--- config.mk ---
export PLATFORM = sky130hd
export DESIGN_NAME = setup_hold_strobe_gen
export DESIGN_NICKNAME = d
export VERILOG_FILES = /design/src/rtl/setup_hold_strobe_gen.sv
export SDC_FILE = /design/constraint.sdc
export NUM_CORES = 1
export LEC_CHECK = 0
export ABC_AREA = 1
export CAP_MARGIN = 20
export CORE_AREA = 2 2 39 41
export DETAILED_ROUTE_END_ITERATION = 8
export DIE_AREA = 0 0 41 43
export PLACE_DENSITY_LB_ADDON = 0.25
export SKIP_LAST_GASP = 1
export SLEW_MARGIN = 20
export SYNTH_ARGS = -nofsm -noshare
export SYNTH_HDL_FRONTEND = slang
export SYNTH_SLANG_ARGS = --single-unit
--- constraint.sdc ---
create_clock -name clk -period 0.95 [get_ports clk]
set_input_delay 0.2375 -clock clk [delete_from_list [all_inputs] [get_ports clk]]
set_output_delay 0.2375 -clock clk [all_outputs]
set_load 0.005 [all_outputs]
--- src/rtl/setup_hold_strobe_gen.sv ---
// -----------------------------------------------------------------------------
// setup_hold_strobe_gen
//
// Feeds the D/EN pins of a downstream enable-gated capture register
// (Q <= D when EN at posedge). Each word accepted over a valid/ready handshake
// is placed on d_out and held stable for SETUP_CYC cycles before a single-cycle
// en_out strobe. It stays stable for HOLD_CYC cycles after the strobe, so the
// downstream setup/hold windows are met by construction.
//
// Parameters
//   WIDTH      data width of in_data / d_out
//   SETUP_CYC  cycles d_out is stable before en_out rises (>= 1)
//   HOLD_CYC   cycles d_out is stable after en_out falls (>= 0)
//
// Ports
//   clk       in   1      clock, all state changes on posedge
//   rst_n     in   1      asynchronous active-low reset
//   in_valid  in   1      upstream word available
//   in_data   in   WIDTH  upstream word
//   in_ready  out  1      high in IDLE; transfer when in_valid & in_ready
//   flush     in   1      synchronous abort of the word in flight
//   d_out     out  WIDTH  data to the downstream D input
//   en_out    out  1      one-cycle capture strobe to the downstream EN input
//   busy      out  1      high whenever the FSM is not IDLE
// -----------------------------------------------------------------------------
module setup_hold_strobe_gen #(
  parameter int WIDTH     = 4,
  parameter int SETUP_CYC = 2,
  parameter int HOLD_CYC  = 1
) (
  input  logic             clk,
  input  logic             rst_n,
  input  logic             in_valid,
  input  logic [WIDTH-1:0] in_data,
  output logic             in_ready,
  input  logic             flush,
  output logic [WIDTH-1:0] d_out,
  output logic             en_out,
  output logic             busy
);

  // Parameter legality is checked at elaboration time.
  if (SETUP_CYC < 1) begin : g_bad_setup
    $error("setup_hold_strobe_gen: SETUP_CYC must be >= 1");
  end
  if (HOLD_CYC < 0) begin : g_bad_hold
    $error("setup_hold_strobe_gen: HOLD_CYC must be >= 0");
  end

  localparam int MAX_CYC = (SETUP_CYC > HOLD_CYC) ? SETUP_CYC : HOLD_CYC;
  localparam int CNT_W   = $clog2(MAX_CYC + 1);

  // Counters are loaded with N-1 so that a phase lasts exactly N cycles:
  // the phase ends on the edge where the counter is already zero.
  localparam logic [CNT_W-1:0] SETUP_LOAD = CNT_W'(SETUP_CYC - 1);
  localparam logic [CNT_W-1:0] HOLD_LOAD  = CNT_W'((HOLD_CYC > 0) ? HOLD_CYC - 1 : 0);
  localparam logic [CNT_W-1:0] CNT_ONE    = CNT_W'(1);
  localparam bit               HAS_HOLD   = (HOLD_CYC > 0);

  typedef enum logic [1:0] {
    IDLE   = 2'd0,
    SETUP  = 2'd1,
    STROBE = 2'd2,
    HOLD   = 2'd3
  } state_t;

  state_t           state_q, state_d;
  logic [CNT_W-1:0] cnt_q, cnt_d;
  logic [WIDTH-1:0] d_out_q, d_out_d;

  always_comb begin
    state_d = state_q;
    cnt_d   = cnt_q;
    d_out_d = d_out_q;
    case (state_q)
      IDLE: begin
        // flush wins over a simultaneous in_valid: nothing is accepted.
        if (in_valid && !flush) begin
          d_out_d = in_data;
          cnt_d   = SETUP_LOAD;
          state_d = SETUP;
        end
      end
      SETUP: begin
        if (flush)              state_d = IDLE;
        else if (cnt_q == '0)   state_d = STROBE;
        else                    cnt_d   = cnt_q - CNT_ONE;
      end
      STROBE: begin
        // The strobe cycle itself is never shortened: en_out is decoded from
        // state_q, so a flush here only skips the HOLD phase.
        if (flush || !HAS_HOLD) begin
          state_d = IDLE;
        end else begin
          state_d = HOLD;
          cnt_d   = HOLD_LOAD;
        end
      end
      HOLD: begin
        if (flush)              state_d = IDLE;
        else if (cnt_q == '0)   state_d = IDLE;
        else                    cnt_d   = cnt_q - CNT_ONE;
      end
      default: state_d = IDLE;
    endcase
  end

  always_ff @(posedge clk or negedge rst_n) begin
    if (!rst_n) begin
      state_q <= IDLE;
      cnt_q   <= '0;
      d_out_q <= '0;
    end else begin
      state_q <= state_d;
      cnt_q   <= cnt_d;
      d_out_q <= d_out_d;
    end
  end

  // All outputs decode registered state only; no input reaches an output
  // combinationally.
  assign in_ready = (state_q == IDLE);
  assign en_out   = (state_q == STROBE);
  assign busy     = (state_q != IDLE);
  assign d_out    = d_out_q;

endmodule

# ---- Yosys cells after proc, flatten, opt, wreduce, memory -nomap -nowiden
# Cells that the tools add are included.
dict set report classes {
  addsub 1
  n_eq_ne 9
  muxes 11
  n_reduce_logical 9
}
# cell n
set ops {}
lappend ops {{two-way mux 2 bit} 9}
lappend ops {{one-hot mux 2 bit (4 select lines)} 1}
lappend ops {{!= test 2 bit (second input constant)} 3}
lappend ops {{!= test 3 bit (second input constant)} 2}
lappend ops {{one-hot mux 2 bit (3 select lines)} 1}
lappend ops {{== test 2 bit (second input constant)} 2}
lappend ops {{zero test 2 bit} 2}
lappend ops {{AND reduction 4 bit} 1}
lappend ops {{AND reduction 3 bit} 1}
lappend ops {{== test 2 x 1 -> 1 bit (second input constant)} 1}
lappend ops {{!= test 2 x 1 -> 1 bit (second input constant)} 1}
lappend ops {{AND reduction 2 bit} 1}
lappend ops {{nonzero test 2 bit} 1}
lappend ops {{OR reduction 2 bit} 1}
lappend ops {{subtractor 2 x 1 -> 2 bit (second input constant)} 1}
lappend ops {{logical AND 1 bit} 1}
lappend ops {{zero test 1 bit} 1}
dict set report word_totals {
  regBits 8
  inputBits 8
  output_inout_bits 7
  wordCells 33
}

# ---- Depth between registers and ports, before layout
# Gate-level depths: netlist of run 1.
dict set report depth {
  depth_word 4
  depth_mapped 8
  ltp_nobuf 8
}

# ---- Worst setup path before layout of run 1
# No wires, ideal clock.
dict set report synth_timing {
  path_kind {register to register}
  from {reg cnt_q[0]}
  to {reg cnt_q[0]}
  setup_ns 0.116
  t_arrival_ns 0.877
  required_time_ns 0.834
  slack_ns -0.044
  stages_incl_launch_ff 9
  path_buffers 0
  period_less_slack_ns 0.994
  cell_sequence {dfrtp_1 > inv_1 > ha_1 > inv_1 > nand2_1 > nand2_2 > nand2_2 > nand2_1 > nand2_1}
}
dict set report synth_between {
  elab_chain_len 4
  elab_cells_between_ends 7
  classes_between {add/sub (1); eq/ne (1); mux (3); reduce/logical (2)}
}
# item line
set synth_rtl {}
lappend synth_rtl {{start, declared} 68} ;# logic [CNT_W-1:0] cnt_q, cnt_d;
lappend synth_rtl {{start signal, assigned} 115} ;# cnt_q <= cnt_d;
lappend synth_rtl {{subtractor 2 x 1 -> 2 bit} {87, 102}}
lappend synth_rtl {{two-way mux 2 bit} {86, 101}}
lappend synth_rtl {{two-way mux 2 bit} 100} ;# if (flush) state_d = IDLE;
lappend synth_rtl {{one-hot mux 2 bit (3 select lines)} 75} ;# case (state_q)
# Parallel ways exist; a longest one is shown, timed or not. The select of a mux whose other input is x is not followed.
# A chain may end at the register's enable or synchronous reset.

# ---- Worst setup path after layout of run 1
dict set report layout_timing {
  from {reg state_q[1]}
  to {out in_ready}
}
dict set report layout_between {
  elab_chain_len 1
}
# item line
set layout_rtl {}
lappend layout_rtl {{start, declared} 67} ;# state_t state_q, state_d;
lappend layout_rtl {{start signal, assigned} 114} ;# state_q <= state_d;
lappend layout_rtl {{zero test 2 bit} 122} ;# assign in_ready = (state_q == IDLE);
lappend layout_rtl {{end, declared} 35} ;# output logic in_ready,
# No other way between the ends.

==> results of run 1 <==
logic make-up after synthesis:
family / Yosys count
flops: 8
fa+ha+maj: 1
buf+inv: 8
compound gates: 2
simple gates: 33
registers in the layout (all words and copies together) (netlist names):
name	count
d_out	4
cnt_q	2
state_q	2
cells in the final DEF (no fill, tap or decap):
cell type	count
clkdlybuf4s50_1	7
nand2_2	9
nand2_4	3
buf_8	1
ha_4	1
buf_6	3
nand3_1	6
inv_2	3
inv_1	4
buf_2	6
nand2_1	11
nand2_8	1
dfrtp_1	7
buf_4	11
nor2_4	1
nor2_1	2
inv_4	1
dfrtp_2	1
clkbuf_4	3
a21oi_1	1
buf_12	1
o21ai_1	1
cell type report:
type / instances / area [µm²] / area share
well taps: 16 / 20.0 / 0.0262
inverters: 8 / 32.5 / 0.0426
clock buffers: 3 / 22.5 / 0.0295
flip-flops and latches: 8 / 201 / 0.264
multi-input cells: 36 / 235 / 0.308
repair buffers: 29 / 251 / 0.330
per-layer routing:
layer / global-route usage / up-vias / wire, µm
li1: - / 227 / -
met1: 0.195 / 202 / 479
met2: 0.213 / 8 / 564
met3: 0.0524 / 0 / 50
met4: 0.0800 / 0 / 0
met5: 0 / - / 0
power by group through the flow:
stage	combinational, mW	clock [mW]	sequential, mW
2_1_floorplan	0.519	0	0.630
3_3_place_gp	1.08	0	0.624
3_5_place_dp	1.08	0	0.628
4_1_cts	1.17	0.277	0.589
5_1_grt	1.77	0.294	0.625
6_report	1.59	0.265	0.608
worst max path at each step:
stage / to / startpoint / cells past startpoint / slack (ps)
floorplan: cnt_q[0] / cnt_q[0] / 8 / 1
global placement: busy / state_q[0] / 3 / -360
detailed placement: busy / state_q[1] / 3 / -370
CTS: in_ready / state_q[0] / 3 / -300
global route: in_ready / state_q[1] / 3 / -330
finish: in_ready / state_q[1] / 3 / -300
stage by stage:
stage | utilization | instances | worst slack [ps] | instance area (µm²)
2_1_floorplan | - | 52 | 1.28 | 407
3_3_place_gp | 0.457 | 89 | -365 | 632
3_5_place_dp | 0.457 | 89 | -373 | 632
4_1_cts | 0.484 | 96 | -302 | 669
5_1_grt | 0.552 | 100 | -329 | 763
6_report | 0.552 | 100 | -295 | 763
worst register-to-register path: stages (launching register included):
cell,delay (ps)
dfrtp_1,400
buf_6,130
nor2_4,110
buf_4,120
buf_8,120
nand2_4,70
nand3_1,90
nand2_2,50
timing repair:
item                       in CTS  in global routing
gates resized for setup        36                 17
setup endpoints to repair      15                 15
setup buffers                   5                  4
hold buffers                    0                  0
pin swaps                       5                  4
==> metrics.cfg, run 1 <==
[logic_synthesis]
ys_ff_latch=8
synth_compound_area_frac=0.0248
avgSynthCellArea_um2=7.77
yosysMostFrequentCell=nand2_1
yosys_warnings=0
synth_top_cell_by_area=dfrtp_1
syn_nets=61
synth.area.top_cells=dfrtp_1, nand2_1, nand3_1
yosys.area_share.adder=0.0310
synth.distinct_cells=12
synth_seq_area_share=0.495
synthSimpleGateAreaFrac=0.375
synth-async-reset-ratio=1.00
yosysTopAreaCellShare=0.495
synth-main-ff-cell=dfrtp_1
synth.mux.area_fraction=0
synth_edf_count=0
synth_top_family_by_area=simple AND/OR/NAND/NOR gates
synth_area_um2=404
synthTopCellsByCount=nand2_1, dfrtp_1, inv_1, nand3_1
syn_inst=52
synth_xor_area_frac=0

[critical_path]
crit_arrival_ps=1010
end_kind=output port
reg2reg_depth=7
critPathMaxStageDelay_ps=400
r2r_start=state_q[1]
cpLargestDelayFamily=flip-flops
critical_path_class=reg2out
cp_num_buf_inv=2
rrSetupSlack_ps=-250
crit_fanout=2
critPathSlowestCell=dfrtp_1
r2r_end=cnt_q[1]
cp-start-kind=flop
path_cells=buf_6, nor2_4, buf_2
cp.required_ps=710

[power_and_ir_drop]
p_sw_frac=0.395
pwr-share-seq=0.247
leakage_nw=0.402
p_clk_frac=0.108
p_total_mw=2.46
vdd_drop_max_v=0.00127
p_int_mw=1.49
p_per_area_nw_per_um2=3220
pwr-share-comb=0.645
power_switching_mw=0.971

[detailed_routing]
drtPass1Iterations=4
totalWireLength_mm=1.09
via_count=437
drtIter0Drc=5
vias_per_cell=4.37
drcViolationCount=0
wl_per_cell_um=10.9
ant_nets=0

[worst_hold_path]
hold_path_class=in2async

[cells_and_area]
area_growth_pct=88.9
drive_above_1_share=0.536
fillers=135
nets=95
antennaDiodeCount=0

[outcome]
status=finished, violations left
violations=setup timing

[die]
core_um2=1380
die_y_um=43
dieArea_um2=1760
start_util=0.292
io_pins=15
die_x_um=41
rows=14

[clock_tree]
cts_root_buf=clkbuf_4
clk_latency_ps=250
cts_buffers=3
cts_buffer_depth=2
h-tree-depth=1
cts_tree=built
clk_pin_slew_ps=60
cts_sinks=8

[timing]
tns_ps=-2540
period_share=1.31
slew_headroom=0.827
fin_skew_ps=4.28
hold_viol=0
slew_violations=0
period_minus_slack_ps=1250
fmax_mhz=803
holdWs_ps=296
finalSetupViolCount=15
setup_slack_ps=-295
rsz0062_at_grt=yes
tightest_slew_ps=259

[global_routing]
grt-ovfl-total=0
grtUsageTotal=0.151
grt_pass1_wl_mm=1.77
grt_pass1_vias=420
antenna_found_initial=0
grt_max_degree=9

[place]
post-dp-hpwl_um=695
gp_congestion=0.817
io_buffers=14

[run]
cap_violations=0

No activity file was read; power rests on OpenSTA's default activity.
==> inputs of run 2 (changes only) <==
- GPL_TIMING_DRIVEN: unset -> 0
==> run 2 against run 1 <==
Compared with the run above:
- sequential power decreased by 2%
- largest power group unchanged
- clock skew is 7.8 ps higher
- die area is the same
- total power decreased by 9.8%
- via count shrank 5.0%
- final area is 10% lower
- critical path type unchanged
- sequential share of layout area grew 3.0 points
- clock power decreased by 3%
- maximum frequency shrank 3.4%
- utilization down 5.7 points
- the flow still finishes with violations (setup timing)
==> metrics.cfg, run 2 (synthesis results as in run 1) <==
[cells_and_area]
fillers=147
nets=88
layout_common_cells=nand2_1, dfrtp_1, clkdlybuf4s50_1, buf_2, buf_6
area_growth_pct=69.3
multiInputGateArea_um2=221
antennaDiodeCount=0
layout_commonest_cell=nand2_1
largest_reg_flops=4
regArea_um2=201
fin_util=0.495
drive_above_1_share=0.442

[timing]
fmax_mhz=776
fin_skew_ps=12.1
holdWs_ps=254
slew_violations=0
period_minus_slack_ps=1290
setup_slack_ps=-339
rsz0062_at_grt=yes
hold_viol=0
slew_headroom=0.761
tns_ps=-2050
tightest_slew_ps=357
finalSetupViolCount=15
period_share=1.36

[die]
die_x_um=41
core_um2=1380
rows=14
die_y_um=43
dieArea_um2=1760
io_pins=15
start_util=0.292

[global_routing]
antenna_found_initial=0
grt_pass1_vias=399
grt-ovfl-total=0
grt_pass1_wl_mm=1.49
grtUsageTotal=0.134
grt_max_degree=9

[clock_tree]
h-tree-depth=1
cts_buffer_depth=2
cts_root_buf=clkbuf_4
clk_pin_slew_ps=60
cts_buffers=3
clk_latency_ps=260
cts_tree=built
cts_sinks=8

[critical_path]
cp.required_ps=710
cp-start-kind=flop
end_kind=output port
crit_arrival_ps=1050
crit_fanout=2
critical_path_class=reg2out

[detailed_routing]
drcViolationCount=0
vias_per_cell=4.46
wl_per_cell_um=10.3
drtIter0Drc=7
via_count=415
totalWireLength_um=957
ant_nets=0
drtPass1Iterations=4

[outcome]
violations=setup timing
status=finished, violations left

[power_and_ir_drop]
leakage_nw=0.367
p_per_area_nw_per_um2=3240
vdd_drop_max_v=0.00101

[worst_hold_path]
hold_path_class=in2async

[place]
post-dp-hpwl_um=652
io_buffers=14
gp_congestion=0.739

[run]
cap_violations=0

[run 2: cell types whose count changed in the layout (fill, tap and decap cells not counted), sizes merged]
cell	before	now
buf	22	15
[run 2: per-stage QoR]
step | setup WS [ps] | std cells | total power [mW] | instance area (µm²)
floorplan | 1.28 | 52 | 1.15 | 407
global placement | -473 | 82 | 1.58 | 567
detailed placement | -476 | 82 | 1.60 | 567
CTS | -363 | 93 | 2.12 | 653
global route | -399 | 93 | 2.44 | 684
finish | -339 | 93 | 2.22 | 684
[run 2: path summary, 6_finish.rpt]
path                       slack [ps]  cells past startpoint    endpoint       start
hold reg to reg                   460                      2    d_out[3]    d_out[3]
hold / removal                    250                      1    d_out[2]       rst_n
setup reg to reg                 -170                      7    cnt_q[0]  state_q[0]
setup / recovery                 -340                      4      en_out  state_q[0]
min in group clk                  460                      2    d_out[3]    d_out[3]
max in group asynchronous         420                      1  state_q[0]       rst_n
[run 2: repair_timing]
| item | 4_1_cts | 5_1_grt |
|---|---|---|
| pin swaps | 2 | 5 |
| hold buffers | 0 | 0 |
| cloned | 0 | 0 |
| endpoints found under the setup margin | 15 | 15 |
| buffers inserted | 8 | 1 |
| resized for setup | 40 | 10 |
[run 2: layer usage]
layer | global-route usage | vias up | routed length, µm
met5 | 0 | - | 0
met4 | 0.0600 | 0 | 15
met3 | 0.0942 | 2 | 65
met2 | 0.219 | 10 | 487
met1 | 0.118 | 192 | 388
li1 | - | 211 | -
[run 2: layout make-up]
class | instances | area share
multi-input cells | 36 | 0.324
flip-flops and latches | 8 | 0.294
repair buffers | 22 | 0.269
inverters | 8 | 0.0512
clock buffers | 3 | 0.0329
well taps | 16 | 0.0293
[run 2: report_power, final]
group	leakage (nW)	switching, mW	internal, mW
Combinational	0.254	0.683	0.685
Clock	0.0138	0.111	0.144
Sequential	0.0991	0.0859	0.510
Total	0.367	0.880	1.34
[run 2: critical path, cell delays in order (launching register included)]
cell and delay [ps]:
dfrtp_2 400, buf_6 120, buf_6 110, nor2_4 50, buf_2 110
